**config.mk**
```make
export PLATFORM = sky130hd
export DESIGN_NAME = tod_counter_flat
export DESIGN_NICKNAME = d
export VERILOG_FILES = /design/src/rtl/tod_counter_if.sv /design/src/rtl/tod_counter.sv /design/src/flat_wrapper.sv
export SDC_FILE = /design/constraint.sdc
export NUM_CORES = 1
export LEC_CHECK = 0
export CORE_MARGIN = 8
export CORE_UTILIZATION = 35
export CTS_CLUSTER_SIZE = 28
export DETAILED_ROUTE_END_ITERATION = 10
export PLACE_DENSITY = 0.7
export SYNTH_ARGS = -nofsm -noshare
export SYNTH_HDL_FRONTEND = slang
export SYNTH_SLANG_ARGS = --single-unit
```
**constraint.sdc**
```tcl
create_clock -name clk -period 2.2 [get_ports clk]
set_input_delay 0.44 -clock clk [delete_from_list [all_inputs] [get_ports clk]]
set_output_delay 0.44 -clock clk [all_outputs]
set_load 0.01 [all_outputs]
```
**src/rtl/tod_counter_if.sv**
```systemverilog
// Signal bundle for the time-of-day counter: tick/load control, preset values, counts and pulses.
// Alarm signals exist only when TOD_COUNTER_ALARM_EN is defined.
interface tod_counter_if #(
    parameter int SW = 6,
    parameter int MW = 6,
    parameter int HW = 5
) ();
    logic          tick;
    logic          dir;
    logic          load;
    logic [SW-1:0] load_sec;
    logic [MW-1:0] load_min;
    logic [HW-1:0] load_hr;
    logic [SW-1:0] count_sec;
    logic [MW-1:0] count_min;
    logic [HW-1:0] count_hr;
    logic          wrap_sec;
    logic          wrap_min;
    logic          wrap_hr;
    logic          load_err;
`ifdef TOD_COUNTER_ALARM_EN
    logic          alarm_wr;
    logic [SW-1:0] alarm_sec;
    logic [MW-1:0] alarm_min;
    logic [HW-1:0] alarm_hr;
    logic          alarm_hit;

    modport slave (
        input  tick, dir, load, load_sec, load_min, load_hr,
        input  alarm_wr, alarm_sec, alarm_min, alarm_hr,
        output count_sec, count_min, count_hr, wrap_sec, wrap_min, wrap_hr, load_err,
        output alarm_hit
    );
    modport master (
        output tick, dir, load, load_sec, load_min, load_hr,
        output alarm_wr, alarm_sec, alarm_min, alarm_hr,
        input  count_sec, count_min, count_hr, wrap_sec, wrap_min, wrap_hr, load_err,
        input  alarm_hit
    );
`else
    modport slave (
        input  tick, dir, load, load_sec, load_min, load_hr,
        output count_sec, count_min, count_hr, wrap_sec, wrap_min, wrap_hr, load_err
    );
    modport master (
        output tick, dir, load, load_sec, load_min, load_hr,
        input  count_sec, count_min, count_hr, wrap_sec, wrap_min, wrap_hr, load_err
    );
`endif
endinterface

```
**src/rtl/tod_counter.sv**
```systemverilog
// Up/down seconds:minutes:hours counter with presettable load and registered wrap pulses.
// Optional alarm comparator enabled by defining TOD_COUNTER_ALARM_EN.
module tod_counter #(
    parameter int SEC_MOD = 60,
    parameter int MIN_MOD = 60,
    parameter int HR_MOD  = 24
) (
    input logic          clk,
    input logic          rst,
    tod_counter_if.slave bus
);
    localparam int SW = ($clog2(SEC_MOD) > 1) ? $clog2(SEC_MOD) : 1;
    localparam int MW = ($clog2(MIN_MOD) > 1) ? $clog2(MIN_MOD) : 1;
    localparam int HW = ($clog2(HR_MOD)  > 1) ? $clog2(HR_MOD)  : 1;

    localparam logic [SW-1:0] SEC_MAX = SW'(SEC_MOD - 1);
    localparam logic [MW-1:0] MIN_MAX = MW'(MIN_MOD - 1);
    localparam logic [HW-1:0] HR_MAX  = HW'(HR_MOD - 1);

    logic [SW-1:0] sec_q, sec_nxt;
    logic [MW-1:0] min_q, min_nxt;
    logic [HW-1:0] hr_q,  hr_nxt;
    logic          sec_end, min_end, hr_end;
    logic          sec_ok, min_ok, hr_ok;
    logic          wrap_sec_q, wrap_min_q, wrap_hr_q, load_err_q;

    // A field is at its end when the next step in the current direction wraps it.
    always_comb begin
        // NOTE: every always_comb output gets a default first so no path can infer a latch.
        sec_nxt = sec_q;
        min_nxt = min_q;
        hr_nxt  = hr_q;
        sec_end = bus.dir ? (sec_q == '0) : (sec_q == SEC_MAX);
        min_end = bus.dir ? (min_q == '0) : (min_q == MIN_MAX);
        hr_end  = bus.dir ? (hr_q  == '0) : (hr_q  == HR_MAX);

        if (sec_end)      sec_nxt = bus.dir ? SEC_MAX : '0;
        else if (bus.dir) sec_nxt = sec_q - SW'(1);
        else              sec_nxt = sec_q + SW'(1);

        if (sec_end) begin
            if (min_end)      min_nxt = bus.dir ? MIN_MAX : '0;
            else if (bus.dir) min_nxt = min_q - MW'(1);
            else              min_nxt = min_q + MW'(1);
        end

        if (sec_end && min_end) begin
            if (hr_end)       hr_nxt = bus.dir ? HR_MAX : '0;
            else if (bus.dir) hr_nxt = hr_q - HW'(1);
            else              hr_nxt = hr_q + HW'(1);
        end

        sec_ok = 32'(bus.load_sec) < SEC_MOD;
        min_ok = 32'(bus.load_min) < MIN_MOD;
        hr_ok  = 32'(bus.load_hr)  < HR_MOD;
    end

    always_ff @(posedge clk) begin
        if (rst) begin
            sec_q      <= '0;
            min_q      <= '0;
            hr_q       <= '0;
            wrap_sec_q <= 1'b0;
            wrap_min_q <= 1'b0;
            wrap_hr_q  <= 1'b0;
            load_err_q <= 1'b0;
        end else begin
            wrap_sec_q <= 1'b0;
            wrap_min_q <= 1'b0;
            wrap_hr_q  <= 1'b0;
            load_err_q <= 1'b0;
            // Load wins over a same-cycle tick; the tick is dropped entirely.
            if (bus.load) begin
                if (sec_ok) sec_q <= bus.load_sec;
                if (min_ok) min_q <= bus.load_min;
                if (hr_ok)  hr_q  <= bus.load_hr;
                load_err_q <= !(sec_ok && min_ok && hr_ok);
            end else if (bus.tick) begin
                sec_q      <= sec_nxt;
                min_q      <= min_nxt;
                hr_q       <= hr_nxt;
                wrap_sec_q <= sec_end;
                wrap_min_q <= sec_end && min_end;
                wrap_hr_q  <= sec_end && min_end && hr_end;
            end
        end
    end

    assign bus.count_sec = sec_q;
    assign bus.count_min = min_q;
    assign bus.count_hr  = hr_q;
    assign bus.wrap_sec  = wrap_sec_q;
    assign bus.wrap_min  = wrap_min_q;
    assign bus.wrap_hr   = wrap_hr_q;
    assign bus.load_err  = load_err_q;

`ifdef TOD_COUNTER_ALARM_EN
    logic [SW-1:0] alarm_sec_q;
    logic [MW-1:0] alarm_min_q;
    logic [HW-1:0] alarm_hr_q;
    logic          armed_q, alarm_hit_q, alarm_match;

    // Compare against the post-tick value so the hit lines up with the displayed count.
    assign alarm_match = (sec_nxt == alarm_sec_q) && (min_nxt == alarm_min_q) &&
                         (hr_nxt == alarm_hr_q);

    always_ff @(posedge clk) begin
        if (rst) begin
            alarm_sec_q <= '0;
            alarm_min_q <= '0;
            alarm_hr_q  <= '0;
            armed_q     <= 1'b0;
            alarm_hit_q <= 1'b0;
        end else begin
            alarm_hit_q <= !bus.load && bus.tick && armed_q && alarm_match;
            if (bus.alarm_wr) begin
                alarm_sec_q <= bus.alarm_sec;
                alarm_min_q <= bus.alarm_min;
                alarm_hr_q  <= bus.alarm_hr;
                armed_q     <= 1'b1;
            end
        end
    end

    assign bus.alarm_hit = alarm_hit_q;
`endif
endmodule

```
**src/flat_wrapper.sv**
```systemverilog
// flat-port wrapper written by rule: the top's interface ports become plain ports
module tod_counter_flat 
#(
    parameter int SEC_MOD = 60,
    parameter int MIN_MOD = 60,
    parameter int HR_MOD  = 24
)
  (clk, rst, bus_tick, bus_dir, bus_load, bus_load_sec, bus_load_min, bus_load_hr, bus_count_sec, bus_count_min, bus_count_hr, bus_wrap_sec, bus_wrap_min, bus_wrap_hr, bus_load_err);
  tod_counter_if #(.SW(6), .MW(6), .HW(5)) bus_i ();
  input logic clk;
  input logic rst;
  input wire logic [$bits(bus_i.tick)-1:0] bus_tick;
  input wire logic [$bits(bus_i.dir)-1:0] bus_dir;
  input wire logic [$bits(bus_i.load)-1:0] bus_load;
  input wire logic [$bits(bus_i.load_sec)-1:0] bus_load_sec;
  input wire logic [$bits(bus_i.load_min)-1:0] bus_load_min;
  input wire logic [$bits(bus_i.load_hr)-1:0] bus_load_hr;
  output wire logic [$bits(bus_i.count_sec)-1:0] bus_count_sec;
  output wire logic [$bits(bus_i.count_min)-1:0] bus_count_min;
  output wire logic [$bits(bus_i.count_hr)-1:0] bus_count_hr;
  output wire logic [$bits(bus_i.wrap_sec)-1:0] bus_wrap_sec;
  output wire logic [$bits(bus_i.wrap_min)-1:0] bus_wrap_min;
  output wire logic [$bits(bus_i.wrap_hr)-1:0] bus_wrap_hr;
  output wire logic [$bits(bus_i.load_err)-1:0] bus_load_err;
  assign bus_i.tick = bus_tick;
  assign bus_i.dir = bus_dir;
  assign bus_i.load = bus_load;
  assign bus_i.load_sec = bus_load_sec;
  assign bus_i.load_min = bus_load_min;
  assign bus_i.load_hr = bus_load_hr;
  assign bus_count_sec = bus_i.count_sec;
  assign bus_count_min = bus_i.count_min;
  assign bus_count_hr = bus_i.count_hr;
  assign bus_wrap_sec = bus_i.wrap_sec;
  assign bus_wrap_min = bus_i.wrap_min;
  assign bus_wrap_hr = bus_i.wrap_hr;
  assign bus_load_err = bus_i.load_err;
  tod_counter #(.SEC_MOD(SEC_MOD), .MIN_MOD(MIN_MOD), .HR_MOD(HR_MOD)) u_core (.clk(clk), .rst(rst), .bus(bus_i));
endmodule
```
==> impl_metrics.ini, run 1 <==
[power]
powerDensity_nw_per_um2 = 517
ir_drop_mv = 0.230
fin_total_pwr_mw = 1.28
power_leakage_nw = 1.01

[synthesis]
syn_area_um2 = 1670
synthCells = 209
yosys_warnings = 0
ys_seq_area_frac = 0.252
synth_edf_count = 0
ys_types = 53
syn_area_per_cell_um2 = 7.99
async_reset_ff_frac = 0
synth_top_flop_cell = dfxtp_1
syn_nets = 245
ys_seq_elements = 21

[final_layout]
final_common_cell = clkdlybuf4s50_1
nets = 321
fill_cells = 456
fin_util = 0.533
syn2layout_area_growth_pct = 48.8
final_cell_mix = clkdlybuf4s50_1, buf_4, a21oi_1
num_antenna_cells = 0
drive_gt1_frac = 0.190

[worst_setup_path]
startpoint_type = input port
arrival_ps = 2200
worstSetupPathType = in -> reg
worst_setup_path_end_kind = flip-flop
crit_fanout = 6
required_ps = 2360

[run]
cap_viol_max_count = 0

[clock_tree]
clkLatencyLatePin_ps = 260
cts_setup_buffers = 0
cts_root_buffer = clkbuf_8
ctsHoldBuffers = 0
cts-htree-levels = 1
cts.sinks = 21
cts_tree = yes
cts_buffer_depth = 2
cts.clk_slew.worst_paths_ps = 90
cts_buffers = 3

[detailed_routing]
detail-route-antenna-nets = 0
drtIter0Drc = 109
wl_um = 5490
wl_per_cell_um = 16.2
first_pass_iters = 4
drc_errors = 0
dr_total_vias = 1880
viasPerCell = 5.56

[global_routing]
grtUsageTotal = 0.153
grt_overflow = 0
grt_pass1_wl_um = 9140
grt_pass1_vias = 1874
antenna_found_initial = 0
grt_max_degree = 22

[die]
die_y_um = 85.1
core_area_um2 = 4660
die_x_um = 85.1
dieArea_um2 = 7240
initial_utilization = 0.358
io_pins = 43
num_rows = 25

[timing]
fin_crit_ps = 2040
period_share = 0.929
tightest_slew_ps = 566
final_max_slew_viol_count = 0
setup_violations = 0
max_freq_mhz = 489
setup_tns_ps = 0
fin_ws_ps = 156
rsz0062_at_grt = no
hold_violations = 0
skew_ps = 1.12
slew_headroom = 0.622

[place]
dpl.hpwl_um = 4300
numPortBuffers = 42
pre_cts_slack_ps = -471
place_congestion = 0.912

[status]
status = completed

[worst_hold_path]
hold_path_class = reg -> reg
==> area by class of cell <==
| cell class | instances | area, um^2 | share of cell area |
|---|---|---|---|
| multi-input cells | 161 | 1180 | 0.476 |
| clock buffers | 4 | 45.0 | 0.0181 |
| inverters | 18 | 67.6 | 0.0272 |
| flip-flops and latches | 21 | 420 | 0.169 |
| repair buffers | 80 | 702 | 0.282 |
| well taps | 54 | 67.6 | 0.0272 |
==> metal layers <==
metal	track usage	wire length [um]
met1	0.182	2360
met2	0.265	2710
met3	0.0241	301
met4	0.0583	117
met5	0	0
==> power breakdown <==
group	leakage (nW)	total, mW	internal (mW)	switching, mW
registers	0.173	0.466	0.412	0.0541
logic	0.815	0.549	0.299	0.250
clock network	0.0228	0.269	0.129	0.139
==> cell families after synthesis <==
kind of cell	share of synthesized area
simple gates	0.252
compound gates	0.254
flops	0.252
fa+ha+maj	0.118
xor+xnor	0.0629
buf+inv	0.0614
==> worst paths after layout <==
kind	startpoint	endpoint	slack, ps	depth (start not counted)
worst min-delay path	u_core.bus.count_sec[1]$_SDFFE_PP0P_	u_core.bus.count_sec[1]$_SDFFE_PP0P_	550	2
worst min register to register	u_core.bus.count_sec[1]$_SDFFE_PP0P_	u_core.bus.count_sec[1]$_SDFFE_PP0P_	550	2
worst max-delay path	bus_dir	u_core.bus.count_sec[5]$_SDFFE_PP0P_	160	8
worst max register to register	u_core.bus.count_sec[4]$_SDFFE_PP0P_	u_core.bus.count_sec[5]$_SDFFE_PP0P_	160	6
==> registers in the layout, summed over array words and instances (netlist names) <==
register	cells
u_core.bus.count_hr	5
u_core.bus.wrap_min	1
u_core.bus.count_sec	6
u_core.bus.count_min	6
u_core.bus.wrap_sec	1
u_core.bus.load_err	1
u_core.bus.wrap_hr	1
==> worst max-delay path: stages <==
cell and delay (ps):
clkbuf_2 110, buf_6 140, ha_1 280, and3_1 190, a221o_1 360, a2111o_1 440, a41oi_2 160, o2bb2ai_1 70
==> synth_stat cells, types with 2 or more instances <==
cell      instances  area (um^2)
a21oi_1          23          115
dfxtp_1          21          420
inv_1            18         67.6
nor2_1           16         60.1
nand2_1          12         45.0
ha_1             11          138
nor3_1            9         45.0
clkbuf_1          8         30.0
nand3_1           8         40.0
xnor2_1           7         61.3
a31oi_1           6         37.5
xor2_1            5         43.8
a221oi_1          4         35.0
and2_1            4         25.0
nand4b_1          4         35.0
o41ai_1           4         35.0
a21o_1            3         22.5
fa_1              3         60.1
nand2b_1          3         18.8
nand4_1           3         18.8
and3_1            2         12.5
o211ai_1          2         15.0
o21ai_1           2         10.0
or3_1             2         12.5
==> through the flow <==
| stage | hold WS [ps] | std cells | cell area (um^2) |
|---|---|---|---|
| after floorplan | 516 | 209 | 1670 |
| after global placement | 522 | 333 | 2400 |
| after detailed placement | 530 | 333 | 2400 |
| after CTS | 550 | 338 | 2470 |
| after global routing | 580 | 338 | 2480 |
| final | 551 | 338 | 2480 |
==> timing repair <==
action                                  4_1_cts  5_1_grt
cloned                                        1        0
resized for setup                             3        7
pin swaps                                     1        2
endpoints found under the setup margin       10        8
Power figures use the tool's default switching activity.
==> run 2, diff against run 1 <==
--- a/config.mk
+++ b/config.mk
@@ -5,7 +5,7 @@
 export SDC_FILE = /design/constraint.sdc
 export NUM_CORES = 1
 export LEC_CHECK = 0
-export CORE_MARGIN = 8
+export CORE_MARGIN = 5
 export CORE_UTILIZATION = 35
 export CTS_CLUSTER_SIZE = 28
 export DETAILED_ROUTE_END_ITERATION = 10
==> run 2 against run 1 <==
Maximum frequency decreased by 2.4%. Non-clock buffer count is 5 higher. Die area shrank 14%. Clock power is 2% lower. Sequential share of layout area decreased by 0.24 points. Clock-buffer cell count decreased by 1. Hold slack gained 3.3 ps. Critical path type unchanged. Critical endpoint unchanged.
==> impl_metrics.ini, run 2 (synthesis results as in run 1) <==
[clock_tree]
cts_root_buffer = clkbuf_8
cts.sinks = 21
clkLatencyLatePin_ps = 260
cts.clk_slew.worst_paths_ps = 90
cts_tree = yes
cts_buffer_depth = 2
cts-htree-levels = 1
cts_buffers = 3

[die]
die_y_um = 79.1
num_rows = 25
die_x_um = 79.1
dieArea_um2 = 6250
initial_utilization = 0.356
io_pins = 43
core_area_um2 = 4690

[worst_setup_path]
r2r_setup_slack_ps = 120
startpoint_type = input port
arrival_ps = 2250
worstSetupPathType = in -> reg
max_stage_delay_ps = 440
r2r_cells = 6
crit_fanout = 5
cp_slowest_cell = a2111o_1
path_cells = clkbuf_2 -> buf_6 -> ha_1 -> and3_1 -> a221o_1 -> a2111o_1 -> a41oi_2 -> o2bb2ai_1
worstReg2RegEnd = u_core.bus.count_sec[5]$_SDFFE_PP0P_
worst_setup_path_end_kind = flip-flop
r2r_start = u_core.bus.count_sec[4]$_SDFFE_PP0P_
required_ps = 2360

[detailed_routing]
detail-route-antenna-nets = 0
drtIter0Drc = 158
wl_per_cell_um = 15.5
dr_total_vias = 1887
viasPerCell = 5.50
wl_um = 5330
drc_errors = 0
first_pass_iters = 4

[timing]
max_freq_mhz = 478
rsz0062_at_grt = no
final_max_slew_viol_count = 0
setup_tns_ps = 0
skew_ps = 7.24
period_share = 0.952
fin_crit_ps = 2090
hold_violations = 0
tightest_slew_ps = 568
slew_headroom = 0.620
setup_violations = 0

[global_routing]
grt_max_degree = 17
grt_pass1_wl_um = 8770
grt_pass1_vias = 1788
grtUsageTotal = 0.175
grt_overflow = 0
antenna_found_initial = 0

[power]
ir_drop_mv = 0.230
power_leakage_nw = 1.03
powerDensity_nw_per_um2 = 510

[place]
dpl.hpwl_um = 4100
place_congestion = 0.903
numPortBuffers = 42
dpl-instance-area_um2 = 2430

[worst_hold_path]
hold_path_class = reg -> reg
hp-start = u_core.bus.count_hr[2]$_SDFFE_PP0P_
hold_end = u_core.bus.count_hr[2]$_SDFFE_PP0P_
holdPathStages = 2

[final_layout]
nets = 326
final_common_cell = buf_4
syn2layout_area_growth_pct = 50.9
drive_gt1_frac = 0.204
stdcell_area_um2 = 2520
final_cell_mix = buf_4, clkdlybuf4s50_1, a21oi_1
num_antenna_cells = 0

[status]
status = completed

[run]
cap_viol_max_count = 0
-- run 2: cell count changes in the layout (fill, tap and decap cells not counted), sizes merged --
cell,change
buf,+5
clkbuf,-1
clkinvlp,+1
-- run 2: power breakdown --
group | total [mW] | internal [mW] | switching [mW]
clock network | 0.264 | 0.128 | 0.136
logic | 0.557 | 0.303 | 0.254
registers | 0.464 | 0.412 | 0.0517
total | 1.28 | 0.843 | 0.441
-- run 2: cell type report --
type	count	area, um^2
fillers	454	2170
multi-input cells	161	1170
repair buffers	85	742
flip-flops and latches	21	420
inverters	18	67.6
well taps	54	67.6
clock buffers	3	41.3
clock inverters	1	7.51
-- run 2: worst max-delay path by stage --
stage	from	end	slack (ps)
6_report	bus_dir	u_core.bus.count_sec[5]$_SDFFE_PP0P_	110
2_1_floorplan	bus_dir	u_core.bus.count_min[4]$_SDFFE_PP0P_	230
3_3_place_gp	bus_dir	u_core.bus.count_hr[4]$_SDFFE_PP0P_	-390
5_1_grt	u_core.bus.count_sec[4]$_SDFFE_PP0P_	u_core.bus.count_sec[5]$_SDFFE_PP0P_	60
4_1_cts	bus_dir	u_core.bus.count_hr[4]$_SDFFE_PP0P_	20
3_5_place_dp	bus_dir	u_core.bus.count_sec[5]$_SDFFE_PP0P_	-450
-- run 2: repair_timing --
item	4_1_cts	5_1_grt
gates cloned	1	0
pin swaps	0	5
endpoints found under the setup margin	9	8
buffers inserted	1	0
resized for setup	5	4
hold buffers	0	0
-- run 2: critical path, delay by kind of cell --
family / cells / cell delay (ps)
simple gates: 1 / 200
fa+ha+maj: 1 / 290
compound gates: 4 / 1070
buf+inv: 2 / 250
-- run 2: layer usage --
layer	wire length (um)	vias up	part of all wire	global-route usage
li1	-	939	-	-
met1	2400	885	0.45	0.229
met2	2600	55	0.49	0.293
met3	229	8	0.043	0.0238
met4	94	0	0.018	0.0601
met5	0	-	0	0
-- run 2: through the flow --
stage / utilization / power [mW] / hold slack, ps / setup WS, ps / cells
6_report: 0.537 / 1.28 / 554 / 106 / 343
3_5_place_dp: 0.518 / 1.01 / 525 / -452 / 337
5_1_grt: 0.537 / 1.37 / 575 / 60.1 / 343
4_1_cts: 0.537 / 1.28 / 548 / 16.5 / 343
2_1_floorplan: - / 0.752 / 516 / 226 / 209
3_3_place_gp: 0.518 / 0.996 / 526 / -395 / 337
